**src/rtl/fetch_ifid_if.sv**
```systemverilog
// Fetch-stage bus: hazard/decode control, ROM data and IF/ID outputs.
// The slave modport is the fetch stage itself; master is its surrounding core.
interface fetch_ifid_if #(
    parameter int DATA_WIDTH = 32
);
    logic                  Stall;
    logic                  BranchTaken;
    logic [DATA_WIDTH-1:0] BranchTarget;
    logic                  Jump;
    logic [25:0]           JumpIndex;
    logic                  JumpReg;
    logic [DATA_WIDTH-1:0] JumpRegTarget;
    logic [DATA_WIDTH-1:0] Instruction;
    logic [DATA_WIDTH-1:0] PC;
    logic [DATA_WIDTH-1:0] IFID_Instruction;
    logic [DATA_WIDTH-1:0] IFID_PCPlus4;
    logic                  IFID_Valid;
    logic                  MisalignFault;

    modport master (
        output Stall, BranchTaken, BranchTarget, Jump, JumpIndex,
               JumpReg, JumpRegTarget, Instruction,
        input  PC, IFID_Instruction, IFID_PCPlus4, IFID_Valid, MisalignFault
    );

    modport slave (
        input  Stall, BranchTaken, BranchTarget, Jump, JumpIndex,
               JumpReg, JumpRegTarget, Instruction,
        output PC, IFID_Instruction, IFID_PCPlus4, IFID_Valid, MisalignFault
    );
endinterface

```
**src/rtl/fetch_ifid_stage.sv**
```systemverilog
// MIPS instruction-fetch front end: PC register, next-PC select and the
// IF/ID pipeline register with stall/flush handling.
module fetch_ifid_stage #(
    parameter int                    DATA_WIDTH = 32,
    parameter logic [DATA_WIDTH-1:0] PC_RESET   = '0,
    parameter logic [DATA_WIDTH-1:0] NOP_WORD   = '0
) (
    input  logic          clk,
    input  logic          reset,
    fetch_ifid_if.slave   bus
);
    logic [DATA_WIDTH-1:0] pc_p0;
    logic                  misalign_p0;
    logic [DATA_WIDTH-1:0] ifid_instr_p1;
    logic [DATA_WIDTH-1:0] ifid_pcplus4_p1;
    logic                  vld_p1;

    logic                  redirect;
    logic [DATA_WIDTH-1:0] target;
    logic [DATA_WIDTH-1:0] jump_target;
    logic [DATA_WIDTH-1:0] pc_plus4;

    function automatic logic [DATA_WIDTH-1:0] word_align(input logic [DATA_WIDTH-1:0] a);
        return {a[DATA_WIDTH-1:2], 2'b00};
    endfunction

    assign pc_plus4    = pc_p0 + DATA_WIDTH'(4);
    // Region bits come from the decoding instruction's PC+4, not the fetch PC.
    assign jump_target = {ifid_pcplus4_p1[DATA_WIDTH-1 -: DATA_WIDTH-28], bus.JumpIndex, 2'b00};

    always_comb begin
        redirect = bus.JumpReg | bus.Jump | bus.BranchTaken;
        target   = bus.BranchTarget;
        if (bus.JumpReg) begin
            target = bus.JumpRegTarget;
        end else if (bus.Jump) begin
            target = jump_target;
        end
    end

    // ---- fetch stage (p0): PC and sticky misalignment flag
    always_ff @(posedge clk or negedge reset) begin
        if (!reset) begin
            pc_p0       <= PC_RESET;
            misalign_p0 <= 1'b0;
        end else if (redirect) begin
            pc_p0 <= word_align(target);
            if (target[1:0] != 2'b00) begin
                misalign_p0 <= 1'b1;
            end
        end else if (!bus.Stall) begin
            pc_p0 <= pc_plus4;
        end
    end

    // ---- IF/ID boundary (p1): a redirect flushes even while stalled
    always_ff @(posedge clk or negedge reset) begin
        if (!reset) begin
            ifid_instr_p1   <= NOP_WORD;
            ifid_pcplus4_p1 <= '0;
            vld_p1          <= 1'b0;
        end else if (redirect) begin
            ifid_instr_p1   <= NOP_WORD;
            ifid_pcplus4_p1 <= '0;
            vld_p1          <= 1'b0;
        end else if (!bus.Stall) begin
            ifid_instr_p1   <= bus.Instruction;
            ifid_pcplus4_p1 <= pc_plus4;
            vld_p1          <= 1'b1;
        end
    end

    assign bus.PC               = pc_p0;
    assign bus.IFID_Instruction = ifid_instr_p1;
    assign bus.IFID_PCPlus4     = ifid_pcplus4_p1;
    assign bus.IFID_Valid       = vld_p1;
    assign bus.MisalignFault    = misalign_p0;
endmodule

```
**src/flat_wrapper.sv**
```systemverilog
// flat-port wrapper written by rule: the top's interface ports become plain ports
module fetch_ifid_stage_flat 
#(
    parameter int                    DATA_WIDTH = 32,
    parameter logic [DATA_WIDTH-1:0] PC_RESET   = '0,
    parameter logic [DATA_WIDTH-1:0] NOP_WORD   = '0
)
  (clk, reset, bus_Stall, bus_BranchTaken, bus_BranchTarget, bus_Jump, bus_JumpIndex, bus_JumpReg, bus_JumpRegTarget, bus_Instruction, bus_PC, bus_IFID_Instruction, bus_IFID_PCPlus4, bus_IFID_Valid, bus_MisalignFault);
  fetch_ifid_if #(.DATA_WIDTH(DATA_WIDTH)) bus_i ();
  input  logic clk;
  input  logic reset;
  input wire logic [$bits(bus_i.Stall)-1:0] bus_Stall;
  input wire logic [$bits(bus_i.BranchTaken)-1:0] bus_BranchTaken;
  input wire logic [$bits(bus_i.BranchTarget)-1:0] bus_BranchTarget;
  input wire logic [$bits(bus_i.Jump)-1:0] bus_Jump;
  input wire logic [$bits(bus_i.JumpIndex)-1:0] bus_JumpIndex;
  input wire logic [$bits(bus_i.JumpReg)-1:0] bus_JumpReg;
  input wire logic [$bits(bus_i.JumpRegTarget)-1:0] bus_JumpRegTarget;
  input wire logic [$bits(bus_i.Instruction)-1:0] bus_Instruction;
  output wire logic [$bits(bus_i.PC)-1:0] bus_PC;
  output wire logic [$bits(bus_i.IFID_Instruction)-1:0] bus_IFID_Instruction;
  output wire logic [$bits(bus_i.IFID_PCPlus4)-1:0] bus_IFID_PCPlus4;
  output wire logic [$bits(bus_i.IFID_Valid)-1:0] bus_IFID_Valid;
  output wire logic [$bits(bus_i.MisalignFault)-1:0] bus_MisalignFault;
  assign bus_i.Stall = bus_Stall;
  assign bus_i.BranchTaken = bus_BranchTaken;
  assign bus_i.BranchTarget = bus_BranchTarget;
  assign bus_i.Jump = bus_Jump;
  assign bus_i.JumpIndex = bus_JumpIndex;
  assign bus_i.JumpReg = bus_JumpReg;
  assign bus_i.JumpRegTarget = bus_JumpRegTarget;
  assign bus_i.Instruction = bus_Instruction;
  assign bus_PC = bus_i.PC;
  assign bus_IFID_Instruction = bus_i.IFID_Instruction;
  assign bus_IFID_PCPlus4 = bus_i.IFID_PCPlus4;
  assign bus_IFID_Valid = bus_i.IFID_Valid;
  assign bus_MisalignFault = bus_i.MisalignFault;
  fetch_ifid_stage #(.DATA_WIDTH(DATA_WIDTH), .PC_RESET(PC_RESET), .NOP_WORD(NOP_WORD)) u_core (.clk(clk), .reset(reset), .bus(bus_i));
endmodule
```
**config.mk**
```make
export PLATFORM = sky130hd
export DESIGN_NAME = fetch_ifid_stage_flat
export DESIGN_NICKNAME = d
export VERILOG_FILES = /design/src/rtl/fetch_ifid_if.sv /design/src/rtl/fetch_ifid_stage.sv /design/src/flat_wrapper.sv
export SDC_FILE = /design/constraint.sdc
export NUM_CORES = 1
export LEC_CHECK = 0
export ABC_AREA = 0
export ABC_CLOCK_PERIOD_IN_PS = 2400
export CORE_MARGIN = 10
export CORE_UTILIZATION = 40
export CTS_BUF_LIST = sky130_fd_sc_hd__clkbuf_8
export CTS_CLUSTER_DIAMETER = 150
export DETAILED_ROUTE_END_ITERATION = 6
export PLACE_DENSITY = 0.77
export RECOVER_POWER = 25
export SETUP_SLACK_MARGIN = 0.1
export SLEW_MARGIN = 15
export SYNTH_ARGS = -nofsm -noshare
export SYNTH_HDL_FRONTEND = slang
export SYNTH_SLANG_ARGS = --single-unit
```
**constraint.sdc**
```tcl
create_clock -name clk -period 2.4 [get_ports clk]
set_input_delay 0.48 -clock clk [delete_from_list [all_inputs] [get_ports clk]]
set_output_delay 0.48 -clock clk [all_outputs]
set_load 0.01 [all_outputs]
```
[Word-level counts from Yosys, hierarchy flattened]
Cells that the tools add are included.
Word-level totals
  output and inout bits: 98
  bits of input ports: 128
  flip-flop bits (word level): 98
  word-level logic and storage cells: 20
Operators by class
  reduce and logical (&&, ||, !) cells: 2
  muxes and demuxes: 9
  bitwise gates (word level): 2
  eq/ne operators: 1
  add/sub/neg operators: 1
Operators by type and width (number)
  $mux 32: 7
  $add 32x3->32 const B: 1
  $mux 1: 2
  $ne 2x1->1 const B: 1
  $or 1x1->1: 2
  $reduce_and 2->1: 1
  $reduce_bool 2->1: 1

[Logic depth before layout (Yosys ltp)]
Gate-level depths: netlist of the first run.
  depth in word-level cells: 4
  gate-level depth with buffers: 8

[Least setup slack after synthesis of the first run]
OpenSTA, ideal clock, no wires.
  path kind: reg2reg
  start point: reg u_core.pc_p0[2], in the netlist u_core.bus.PC[2]
  end point: reg u_core.pc_p0[30], in the netlist u_core.bus.PC[30]
  library setup time: 0.137 ns
  period minus slack after synthesis: 2.242 ns
  arrival time: 2.105 ns
  slack: 0.158 ns
  stages on the path, launching flop included: 8
  path buffers: 1
  cells stage by stage: dfrtp_1 -> ha_1 -> nand3_4 -> or4_4 -> buf_6 -> nor4_4 -> xnor2_1 -> o221ai_2
On the way
  cells in the longest elaborated chain, start to end: 3
RTL lines
  start, declared: RTL line fetch_ifid_stage.sv:12  | logic [DATA_WIDTH-1:0] pc_p0;
  start signal, assigned: RTL line fetch_ifid_stage.sv:47  | pc_p0 <= word_align(target);
  start signal, assigned: RTL line fetch_ifid_stage.sv:52  | pc_p0 <= pc_plus4;
  $add 32x3->32: RTL line fetch_ifid_stage.sv:27  | assign pc_plus4 = pc_p0 + DATA_WIDTH'(4);
  $mux 32: RTL line fetch_ifid_stage.sv:51  | end else if (!bus.Stall) begin
  $mux 32: RTL line fetch_ifid_stage.sv:46  | end else if (redirect) begin
Every way passes these cells. The select of a mux whose other input is x is not followed.
A chain may end at the register's enable or synchronous reset.

[Worst setup path after layout of the first run]
  start point: reg u_core.pc_p0[3], in the netlist u_core.bus.PC[3]
  end point: reg u_core.pc_p0[30], in the netlist u_core.bus.PC[30]
Same word-level chain as after synthesis.

==> out/qor.log, run 1 <==
[logic_synthesis] dominant combinational cell family by area after synthesis compound AO/OA/AOI/OAI gates
[placed_design] HPWL after DPL 14300 um
[logic_synthesis] cell accounting for the most synthesized area dfrtp_1
[clocking] post-CTS setup-driven buffer insertion count 0
[worst_hold_path] HP Class input pin to asynchronous set/reset pin
[global_route] global routing usage on met1 24.4%
[power] PnR Total Power 3.78 mW
[logic_synthesis] fraction of synthesis flops using an asynchronous set or reset pin 100%
[critical_path] required time worst endpoint 2660 ps
[critical_path] Critical Path Fanout Max 9
[global_route] initial antenna violation count 0
[timing] TNS Setup 0 ps
[logic_synthesis] post-synthesis compound-gate area fraction 18.4%
[clocking] CTS tree built
[logic_synthesis] fraction of the mapped netlist area in adder cells 0.242%
[cells_and_area] multi-input gate area in the final layout 2610 um^2
[drt] final routed DRC violation total 0
[drt] Vias per Instance 5.48
[logic_synthesis] XOR/XNOR share of the synthesized area 7.62%
[timing] number of pins with negative max-slew slack in the final report 0
[timing] unrepaired setup endpoints after global routing no
[cells_and_area] area added between synthesis and finish 50.4%
[logic_synthesis] EDFF count, synth 0
[clocking] clock latency at the later pin of the worst-skew pair 400 ps
[power] maximum vdd drop 0.000335 V
[cells_and_area] layout cells sized above 1 7.61%
[critical_path] critical path arrival 2420 ps
[cells_and_area] area of all sequential standard cells 2350 um^2
[timing] Final Critical Period 2160 ps
[cells_and_area] final layout net count 886
[logic_synthesis] register bit total from synthesis 94
[placed_design] total of buffers placed on input and output ports 221
[logic_synthesis] largest cells by area after synthesis dfrtp_1 (45%), mux2i_1 (7.0%), xnor2_1 (5.3%)
[placed_design] dpl cells 918
[clocking] Clock transition at path regs 110 ps
[job] max-capacitance violation count 0
[cells_and_area] Antenna diodes 0
[floorplanning] Die Y 134 um
[timing] Worst Max-Slew Pin Slew 1350 ps
[drt] first-pass iteration count of the detailed router 5
[drt] DR iter-0 viols 450
[floorplanning] width of the die 134 um
[critical_path] classification of the worst setup path flip-flop to flip-flop
[floorplanning] initial standard-cell utilization of the core 41.0%
[logic_synthesis] multiplexer share of the synthesized area 6.97%
[cells_and_area] Util after Layout 61.6%
[clocking] buffer cell driving the clock tree root clkbuf_8
[timing] Finish-stage setup viols 0
[global_route] number of global-route vias before repair 5456
[clocking] TritonCTS buffer count 9
[timing] Relative slew margins 9.85%
[critical_path] kind of start point of the critical path flip-flop
[logic_synthesis] fraction of post-synthesis cell area in the top cell type by area 45.5%
[timing] Final Hold Fails 0
[timing] period utilisation layout 89.8%
[logic_synthesis] gate count after technology mapping 552
[timing] post-route clock skew 14.5 ps
[global_route] largest net degree at the start of global routing 95
[logic_synthesis] post-synthesis sequential area ratio 45.5%
[global_route] first-pass GRT wire length 30200 um
[floorplanning] floorplan die area 17900 um^2
[logic_synthesis] simple-gate portion of the synthesized area 16.5%
[logic_synthesis] Distinct cells, synth 55
[logic_synthesis] Avg Inst Size Synth 9.37 um^2
[logic_synthesis] number of warnings issued by yosys 0
[global_route] GR Util met3 8.87%
[cells_and_area] final standard cell count with taps included and fillers excluded 934
[run_status] outcome completed
[drt] via count 5116
[cells_and_area] Fillers 1118
[global_route] global-route usage over all layers 21.1%
[drt] remaining antenna violation count after routing 0
[clocking] Clock Sink Count 94
[logic_synthesis] most instantiated flip-flop cell in the synthesis netlist dfrtp_1
[drt] final routed wirelength across all metal layers 19300 um
[global_route] GRT Residual Overflow 0
[global_route] grt peak-use layer met2
[clocking] H-tree levels 3
[critical_path] endpoint kind of the worst setup timing path flip-flop
[drt] post-DR wirelength/cell 20.7 um
[floorplanning] I/O pin count 226
[power] static leakage power 3.13 nW
[placed_design] setup slack at placement 149 ps
[placed_design] gpl congestion 0.882
[power] power per cell area 486 nW/um^2
[timing] maximum clock frequency 464 MHz
[floorplanning] number of core rows 41
[global_route] grt met2 use 34.2%
[logic_synthesis] netlist area before placement 5170 um^2
[clocking] Clock Path Buffers 2
[timing] final worst setup slack 244 ps
[floorplanning] CORE AREA 12600 um^2
[final cells by class]
cell class / instances / area share, %
multi-input cells: 404 / 33.5
repair buffers: 241 / 30.5
flip-flops and latches: 94 / 30.3
well taps: 172 / 2.77
clock buffers: 9 / 1.59
clock inverters: 7 / 1.05
inverters: 7 / 0.338
[logic make-up after synthesis]
| group | count (synthesis) |
|---|---|
| other | 1 |
| adders and majority gates | 1 |
| xor gates and xnor gates | 45 |
| muxes | 36 |
| DFF | 94 |
| AOI/OAI and AO/OA | 146 |
| buffers and inverters | 57 |
| and+or+nand+nor | 172 |
[sequential cells by signal, indices dropped and copies added, names as in the netlist]
| register | flops |
|---|---|
| u_core.bus.IFID_PCPlus4 | 30 |
| u_core.bus.PC | 30 |
| u_core.bus.IFID_Valid | 1 |
| u_core.bus.MisalignFault | 1 |
| u_core.bus.IFID_Instruction | 32 |
[report_power, final]
group | internal (mW) | switching (mW) | total [mW]
registers | 1.66 | 0.123 | 1.78
logic | 0.489 | 0.386 | 0.875
clock network | 0.494 | 0.637 | 1.13
total | 2.64 | 1.14 | 3.78
[what timing repair did]
item,4_1_cts,5_1_grt
gates resized for setup,0,3
setup endpoints to repair,0,3
hold buffers,0,0
[synthesized netlist by cell type (3+ instances only)]
cell type  count
nor2_1        63
dfrtp_1       94
a21oi_1       35
and3_1         3
a22oi_1       24
nand3_1        9
buf_2          7
xnor2_1       31
xor2_1        14
clkbuf_1      26
a2bb2oi_1      3
o21ai_0       41
a221o_1        4
nor2b_1        3
nand4_1        9
buf_1         11
mux2i_1       36
a31oi_1        4
buf_4          4
nand2_1       45
nor4_1         7
nor3_1        13
a211oi_1       5
o221ai_1      15
o21a_1         4
inv_1          7
[worst max-delay path, stage by stage, from the launching register on]
cell and delay (ps):
dfrtp_2 420, ha_1 220, nand3_4 140, or4_4 650
nor4_4 290, xnor2_1 170, o221ai_2 130
[per-layer routing]
metal | vias to the layer above | share of wire [%]
met5 | - | 0
met4 | 0 | 1.9
met3 | 27 | 11
met2 | 249 | 48
met1 | 2461 | 39
li1 | 2379 | -
[path summary, 6_finish.rpt]
| check | start | to | slack (ps) | depth (start not counted) |
|---|---|---|---|---|
| setup / recovery | u_core.bus.PC[3]$_DFFE_PN0P_ | u_core.bus.PC[30]$_DFFE_PN0P_ | 240 | 6 |
| hold / removal | reset | u_core.bus.IFID_PCPlus4[19]$_DFFE_PN0P_ | 510 | 2 |
| setup reg to reg | u_core.bus.PC[3]$_DFFE_PN0P_ | u_core.bus.PC[30]$_DFFE_PN0P_ | 240 | 6 |
| hold reg to reg | u_core.bus.MisalignFault$_DFFE_PN0P_ | u_core.bus.MisalignFault$_DFFE_PN0P_ | 520 | 2 |
| max in group asynchronous | reset | u_core.bus.PC[3]$_DFFE_PN0P_ | 940 | 2 |
| min in group clk | u_core.bus.MisalignFault$_DFFE_PN0P_ | u_core.bus.MisalignFault$_DFFE_PN0P_ | 520 | 2 |
[through the flow]
step	hold slack [ps]	area (um^2)
5_1_grt	551	7780
6_report	509	7780
2_1_floorplan	184	5180
3_3_place_gp	463	7570
4_1_cts	146	7780
3_5_place_dp	494	7570
[cell usage in the layout (no fill, tap or decap), drive strengths merged, types with 11 or more instances in the layout]
| master | instances |
|---|---|
| clkdlybuf4s50 | 217 |
| nand2 | 45 |
| o221ai | 16 |
| xnor2 | 31 |
| buf | 22 |
| dfrtp | 94 |
| o21ai | 41 |
| clkbuf | 11 |
| nor3 | 14 |
| nor2 | 63 |
| a21oi | 35 |
| xor2 | 14 |
| a22oi | 24 |
| mux2i | 36 |
(Power assumes the default switching activity.)
==> run 2, diff against run 1 <==
--- a/config.mk
+++ b/config.mk
@@ -14,7 +14,7 @@
 export DETAILED_ROUTE_END_ITERATION = 6
 export PLACE_DENSITY = 0.77
 export RECOVER_POWER = 25
-export SETUP_SLACK_MARGIN = 0.1
+export SETUP_SLACK_MARGIN = 0.3
 export SLEW_MARGIN = 15
 export SYNTH_ARGS = -nofsm -noshare
 export SYNTH_HDL_FRONTEND = slang
==> out/qor.log, run 2 (synthesis gave the netlist of run 1 again) <==
[placed_design] setup slack at placement 47.9 ps
[global_route] global-route usage over all layers 20.8%
[drt] post-DR wirelength/cell 20.0 um
[power] maximum vdd drop 0.000322 V
[timing] Final Critical Period 2040 ps
[critical_path] critical path arrival 2340 ps
[clocking] buffer cell driving the clock tree root clkbuf_8
[floorplanning] number of core rows 41
[clocking] Clock transition at path regs 100 ps
[floorplanning] Die Y 134 um
[drt] Vias per Instance 5.38
[global_route] GRT Residual Overflow 0
[cells_and_area] flip-flop count of the largest register, all copies and words added 32
[power] power per cell area 480 nW/um^2
[drt] remaining antenna violation count after routing 0
[global_route] largest net degree at the start of global routing 58
[cells_and_area] most frequent cells in the layout clkdlybuf4s50_1 (217), dfrtp_1 (85), nor2_1 (62)
[global_route] initial antenna violation count 1
[timing] number of pins with negative max-slew slack in the final report 0
[power] Internal Dissipation 2.69 mW
[floorplanning] CORE AREA 12600 um^2
[placed_design] HPWL after DPL 14800 um
[timing] post-route clock skew 13.1 ps
[cells_and_area] most common cell after layout, fill and taps aside clkdlybuf4s50_1
[global_route] grt peak-use layer met2
[timing] Final Hold Fails 0
[critical_path] Critical Path Fanout Max 7
[critical_path] Crit-path slowest cell dfrtp_1
[global_route] number of global-route vias before repair 5387
[drt] final routed DRC violation total 0
[timing] maximum clock frequency 491 MHz
[power] Psw 1.10 mW
[power] PnR Total Power 3.79 mW
[critical_path] kind of start point of the critical path flip-flop
[global_route] first-pass GRT wire length 29700 um
[timing] TNS Setup 0 ps
[critical_path] number of buffer and inverter instances along the worst setup path 1
[floorplanning] I/O pin count 226
[placed_design] gpl congestion 0.855
[global_route] grt met2 use 34.9%
[critical_path] CP delay by family, top simple AND/OR/NAND/NOR gates
[timing] Worst Max-Slew Pin Slew 980 ps
[clocking] count of hold buffers inserted by post-cts repair 0
[run_status] outcome completed
[power] switching share of total power 29.1%
[power] clock network fraction of total power 29.4%
[drt] final routed wirelength across all metal layers 19000 um
[clocking] Clock Sink Count 94
[cells_and_area] Antenna diodes 0
[clocking] clock latency at the later pin of the worst-skew pair 380 ps
[clocking] CTS tree built
[critical_path] classification of the worst setup path flip-flop to flip-flop
[global_route] GR Util met3 9.14%
[timing] Finish-stage setup viols 0
[job] max-capacitance violation count 0
[floorplanning] floorplan die area 17900 um^2
[drt] via count 5097
[floorplanning] width of the die 134 um
[drt] DR iter-0 viols 356
[timing] final worst setup slack 363 ps
[timing] Relative slew margins 34.7%
[cells_and_area] area added between synthesis and finish 52.7%
[power] static leakage power 3.19 nW
[clocking] Clock Path Buffers 2
[clocking] TritonCTS buffer count 9
[drt] first-pass iteration count of the detailed router 4
[timing] period utilisation layout 84.9%
[power] Logic pwr share 23.8%
[worst_hold_path] HP Class input pin to asynchronous set/reset pin
[critical_path] cells along the critical path nand4_1 -> buf_4 -> nor2_1 -> nand3_1 -> or3_1 -> a31oi_1
[clocking] H-tree levels 3
[global_route] global routing usage on met1 23.0%
[critical_path] required time worst endpoint 2700 ps
[timing] unrepaired setup endpoints after global routing no
[floorplanning] initial standard-cell utilization of the core 41.0%
[cells_and_area] Util after Layout 62.6%
[placed_design] total of buffers placed on input and output ports 221
[critical_path] peak per-stage delay on the critical path 500 ps
[cells_and_area] final layout net count 899
[power] relative contribution of sequential cells to total power 46.9%
[cells_and_area] layout cells sized above 1 10.3%
[critical_path] endpoint kind of the worst setup timing path flip-flop
## run 2: final timing paths
| path | cells after the start | end | startpoint | slack, ps |
|---|---|---|---|---|
| max in group asynchronous | 2 | u_core.bus.PC[2]$_DFFE_PN0P_ | reset | 680 |
| setup / recovery | 6 | u_core.bus.IFID_PCPlus4[30]$_DFFE_PN0P_ | u_core.bus.PC[14]$_DFFE_PN0P_ | 360 |
| hold reg to reg | 1 | u_core.bus.IFID_Valid$_DFFE_PN0P_ | u_core.bus.IFID_Valid$_DFFE_PN0P_ | 500 |
| setup reg to reg | 6 | u_core.bus.IFID_PCPlus4[30]$_DFFE_PN0P_ | u_core.bus.PC[14]$_DFFE_PN0P_ | 360 |
| min in group clk | 1 | u_core.bus.IFID_Valid$_DFFE_PN0P_ | u_core.bus.IFID_Valid$_DFFE_PN0P_ | 500 |
| hold / removal | 1 | u_core.bus.IFID_Instruction[24]$_DFFE_PN0P_ | reset | 240 |
## run 2: timing repair
action,in CTS,in global routing
setup buffers,2,4
gates resized for setup,3,8
endpoints found under the setup margin,5,9
## run 2: metal layers
| metal | up-vias | routed length [um] |
|---|---|---|
| met2 | 199 | 9320 |
| met3 | 29 | 1860 |
| li1 | 2415 | - |
| met1 | 2452 | 7400 |
| met5 | - | 13 |
| met4 | 2 | 387 |
## run 2: through the flow
step	hold WS, ps	cells	area, um^2
global route	304	947	7900
CTS	68.9	943	7870
detailed placement	480	925	7630
finish	241	947	7900
global placement	467	925	7630
floorplan	184	555	5200
## run 2: final cells by class
type,instances,area (um^2)
timing repair buffer,254,2460
sequential,94,2360
clock inverter,6,68.8
tap,172,215
fill,1087,4720
clock buffer,10,138
multi-input combinational,404,2620
inverter,7,26.3
## run 2: power groups by stage
stage          Sequential, mW  Combinational, mW  Clock [mW]
6_report                 1.78              0.901        1.11
5_1_grt                  1.79              0.981        1.20
3_5_place_dp             1.81              0.886           0
3_3_place_gp             1.80              0.872           0
4_1_cts                  1.77              0.898        1.13
2_1_floorplan            1.81              0.352           0
==> run 3, diff against run 2 <==
--- a/config.mk
+++ b/config.mk
@@ -6,13 +6,13 @@
 export NUM_CORES = 1
 export LEC_CHECK = 0
 export ABC_AREA = 0
-export ABC_CLOCK_PERIOD_IN_PS = 2400
+export ABC_CLOCK_PERIOD_IN_PS = 1700
 export CORE_MARGIN = 10
 export CORE_UTILIZATION = 40
 export CTS_BUF_LIST = sky130_fd_sc_hd__clkbuf_8
 export CTS_CLUSTER_DIAMETER = 150
 export DETAILED_ROUTE_END_ITERATION = 6
-export PLACE_DENSITY = 0.77
+export PLACE_DENSITY = 0.8
 export RECOVER_POWER = 25
 export SETUP_SLACK_MARGIN = 0.3
 export SLEW_MARGIN = 15
==> constraint.sdc (replaced) <==
create_clock -name clk -period 1.7 [get_ports clk]
set_input_delay 0.34 -clock clk [delete_from_list [all_inputs] [get_ports clk]]
set_output_delay 0.34 -clock clk [all_outputs]
set_load 0.01 [all_outputs]
==> out/qor.log, run 3 (synthesis gave the netlist of run 1 again) <==
[run_status] outcome finished with violations
[run_status] failing checks negative setup slack
[drt] final routed wirelength across all metal layers 21600 um
[drt] detailed-route wire length on metal 1 8620 um
[global_route] initial antenna violation count 1
[drt] max layer used met4
[timing] period utilisation layout 109%
[timing] number of pins with negative max-slew slack in the final report 0
[global_route] global-route usage over all layers 22.7%
[cells_and_area] area added between synthesis and finish 81.2%
[cells_and_area] most frequent cells in the layout clkdlybuf4s50_1 (122), buf_4 (87), dfrtp_1 (84)
[critical_path] critical path arrival 2110 ps
[drt] final routed DRC violation total 0
[cells_and_area] finished layout cell area 9370 um^2
[drt] Met2 Routed Length 11300 um
[critical_path] Crit-path slowest cell or4_4
[clocking] Clock Path Buffers 2
[power] maximum vdd drop 0.000336 V
[critical_path] endpoint kind of the worst setup timing path flip-flop
[timing] final worst setup slack -156 ps
[floorplanning] CORE AREA 12600 um^2
[global_route] largest net degree at the start of global routing 46
[power] PnR Total Power 5.79 mW
[timing] Final Critical Period 1860 ps
[critical_path] number of buffer and inverter instances along the worst setup path 1
[cells_and_area] Fillers 887
[power] static leakage power 4.10 nW
[placed_design] instance area at placement 8310 um^2
[timing] final hold slack 414 ps
[drt] via count 5705
[critical_path] CP delay by family, top simple AND/OR/NAND/NOR gates
[timing] maximum clock frequency 539 MHz
[clocking] clock latency at the later pin of the worst-skew pair 380 ps
[placed_design] dpl cells 990
[floorplanning] I/O pin count 226
[timing] Relative slew margins 47.4%
[timing] post-route clock skew 16.3 ps
[critical_path] required time worst endpoint 1950 ps
[timing] Worst Max-Slew Pin Slew 789 ps
[floorplanning] floorplan die area 17900 um^2
[clocking] TritonCTS buffer count 9
[critical_path] cells along the critical path buf_6 -> nand4_1 -> or4_4 -> nor4_4 -> xnor2_1 -> o221ai_2
[job] max-capacitance violation count 0
[placed_design] total of buffers placed on input and output ports 221
[global_route] first-pass GRT wire length 32700 um
[placed_design] HPWL after DPL 15800 um
[critical_path] classification of the worst setup path flip-flop to flip-flop
[global_route] number of global-route vias before repair 5945
[floorplanning] initial standard-cell utilization of the core 41.0%
[drt] post-DR wirelength/cell 20.4 um
[cells_and_area] final standard cell count with taps included and fillers excluded 1055
[critical_path] kind of start point of the critical path flip-flop
[floorplanning] width of the die 134 um
[cells_and_area] most common cell after layout, fill and taps aside clkdlybuf4s50_1
[power] power per cell area 618 nW/um^2
[cells_and_area] Util after Layout 74.2%
[placed_design] gpl congestion 0.876
[critical_path] peak per-stage delay on the critical path 640 ps
[cells_and_area] final layout net count 1007
[drt] Vias per Instance 5.41
[floorplanning] Die Y 134 um
[drt] remaining antenna violation count after routing 0
[timing] Final Hold Fails 0
[cells_and_area] flip-flop count of the largest register, all copies and words added 32
[clocking] Clock transition at path regs 90 ps
[drt] DR iter-0 viols 419
[placed_design] setup slack at placement -406 ps
[cells_and_area] layout cells sized above 1 31.5%
[floorplanning] number of core rows 41
[critical_path] Critical Path Fanout Max 5
[drt] met3 wire length 1170 um
[worst_hold_path] HP Class input pin to flip-flop
[timing] Finish-stage setup viols 24
[drt] first-pass iteration count of the detailed router 5
[timing] unrepaired setup endpoints after global routing yes
[global_route] GRT Residual Overflow 0
[clocking] H-tree levels 3
[clocking] buffer cell driving the clock tree root clkbuf_8
[clocking] Clock Sink Count 94
[timing] TNS Setup -1730 ps
[clocking] CTS tree built
[run 3: cell type report]
type | count | area (um^2) | area share [%]
Antenna cell | 1 | 2.50 | 0.0267
Tap cell | 172 | 215 | 2.30
Multi-Input combinational cell | 405 | 3070 | 32.7
Inverter | 7 | 26.3 | 0.280
Timing Repair Buffer | 361 | 3510 | 37.4
Clock inverter | 6 | 62.6 | 0.668
Clock buffer | 9 | 124 | 1.32
Sequential cell | 94 | 2360 | 25.2
[run 3: power breakdown]
| group | internal [mW] | leakage [nW] | switching [mW] | total, mW |
|---|---|---|---|---|
| combinational | 1.03 | 2.77 | 0.795 | 1.83 |
| clock | 0.670 | 0.0929 | 0.845 | 1.52 |
| sequential | 2.34 | 1.24 | 0.0999 | 2.44 |
| total | 4.05 | 4.10 | 1.74 | 5.79 |
[run 3: routing by layer]
| metal | track usage (%) | vias to the layer above |
|---|---|---|
| met5 | 0 | - |
| met4 | 7.32 | 0 |
| met3 | 4.47 | 34 |
| met2 | 39.9 | 222 |
| met1 | 27.0 | 2814 |
| li1 | - | 2635 |
[run 3: path summary, 6_finish.rpt]
check	start	end	slack, ps	cells after the start
min	bus_Stall	u_core.bus.IFID_Instruction[3]$_DFFE_PN0P_	410	3
max	u_core.bus.PC[11]$_DFFE_PN0P_	u_core.bus.PC[30]$_DFFE_PN0P_	-160	6
min in group asynchronous	reset	u_core.bus.IFID_Instruction[10]$_DFFE_PN0P_	590	2
max reg2reg	u_core.bus.PC[11]$_DFFE_PN0P_	u_core.bus.PC[30]$_DFFE_PN0P_	-160	6
max in group asynchronous	reset	u_core.bus.PC[5]$_DFFE_PN0P_	150	3
min reg2reg	u_core.bus.IFID_Valid$_DFFE_PN0P_	u_core.bus.IFID_Valid$_DFFE_PN0P_	490	1
[run 3: worst register-to-register path: cells and delay by family (launching register included)]
family,cells,cell delay [ps]
buffers and inverters,1,120
AND/OR/NAND/NOR,3,900
flip-flops,1,420
XOR/XNOR,1,180
AO/OA/AOI/OAI,1,110
[run 3: repair_timing]
action,CTS,global route
hold endpoints to repair,29,0
hold buffers,1,0
resized for setup,319,78
gates cloned,0,1
pin swaps,30,25
buffers inserted,30,17
setup endpoints to repair,186,108
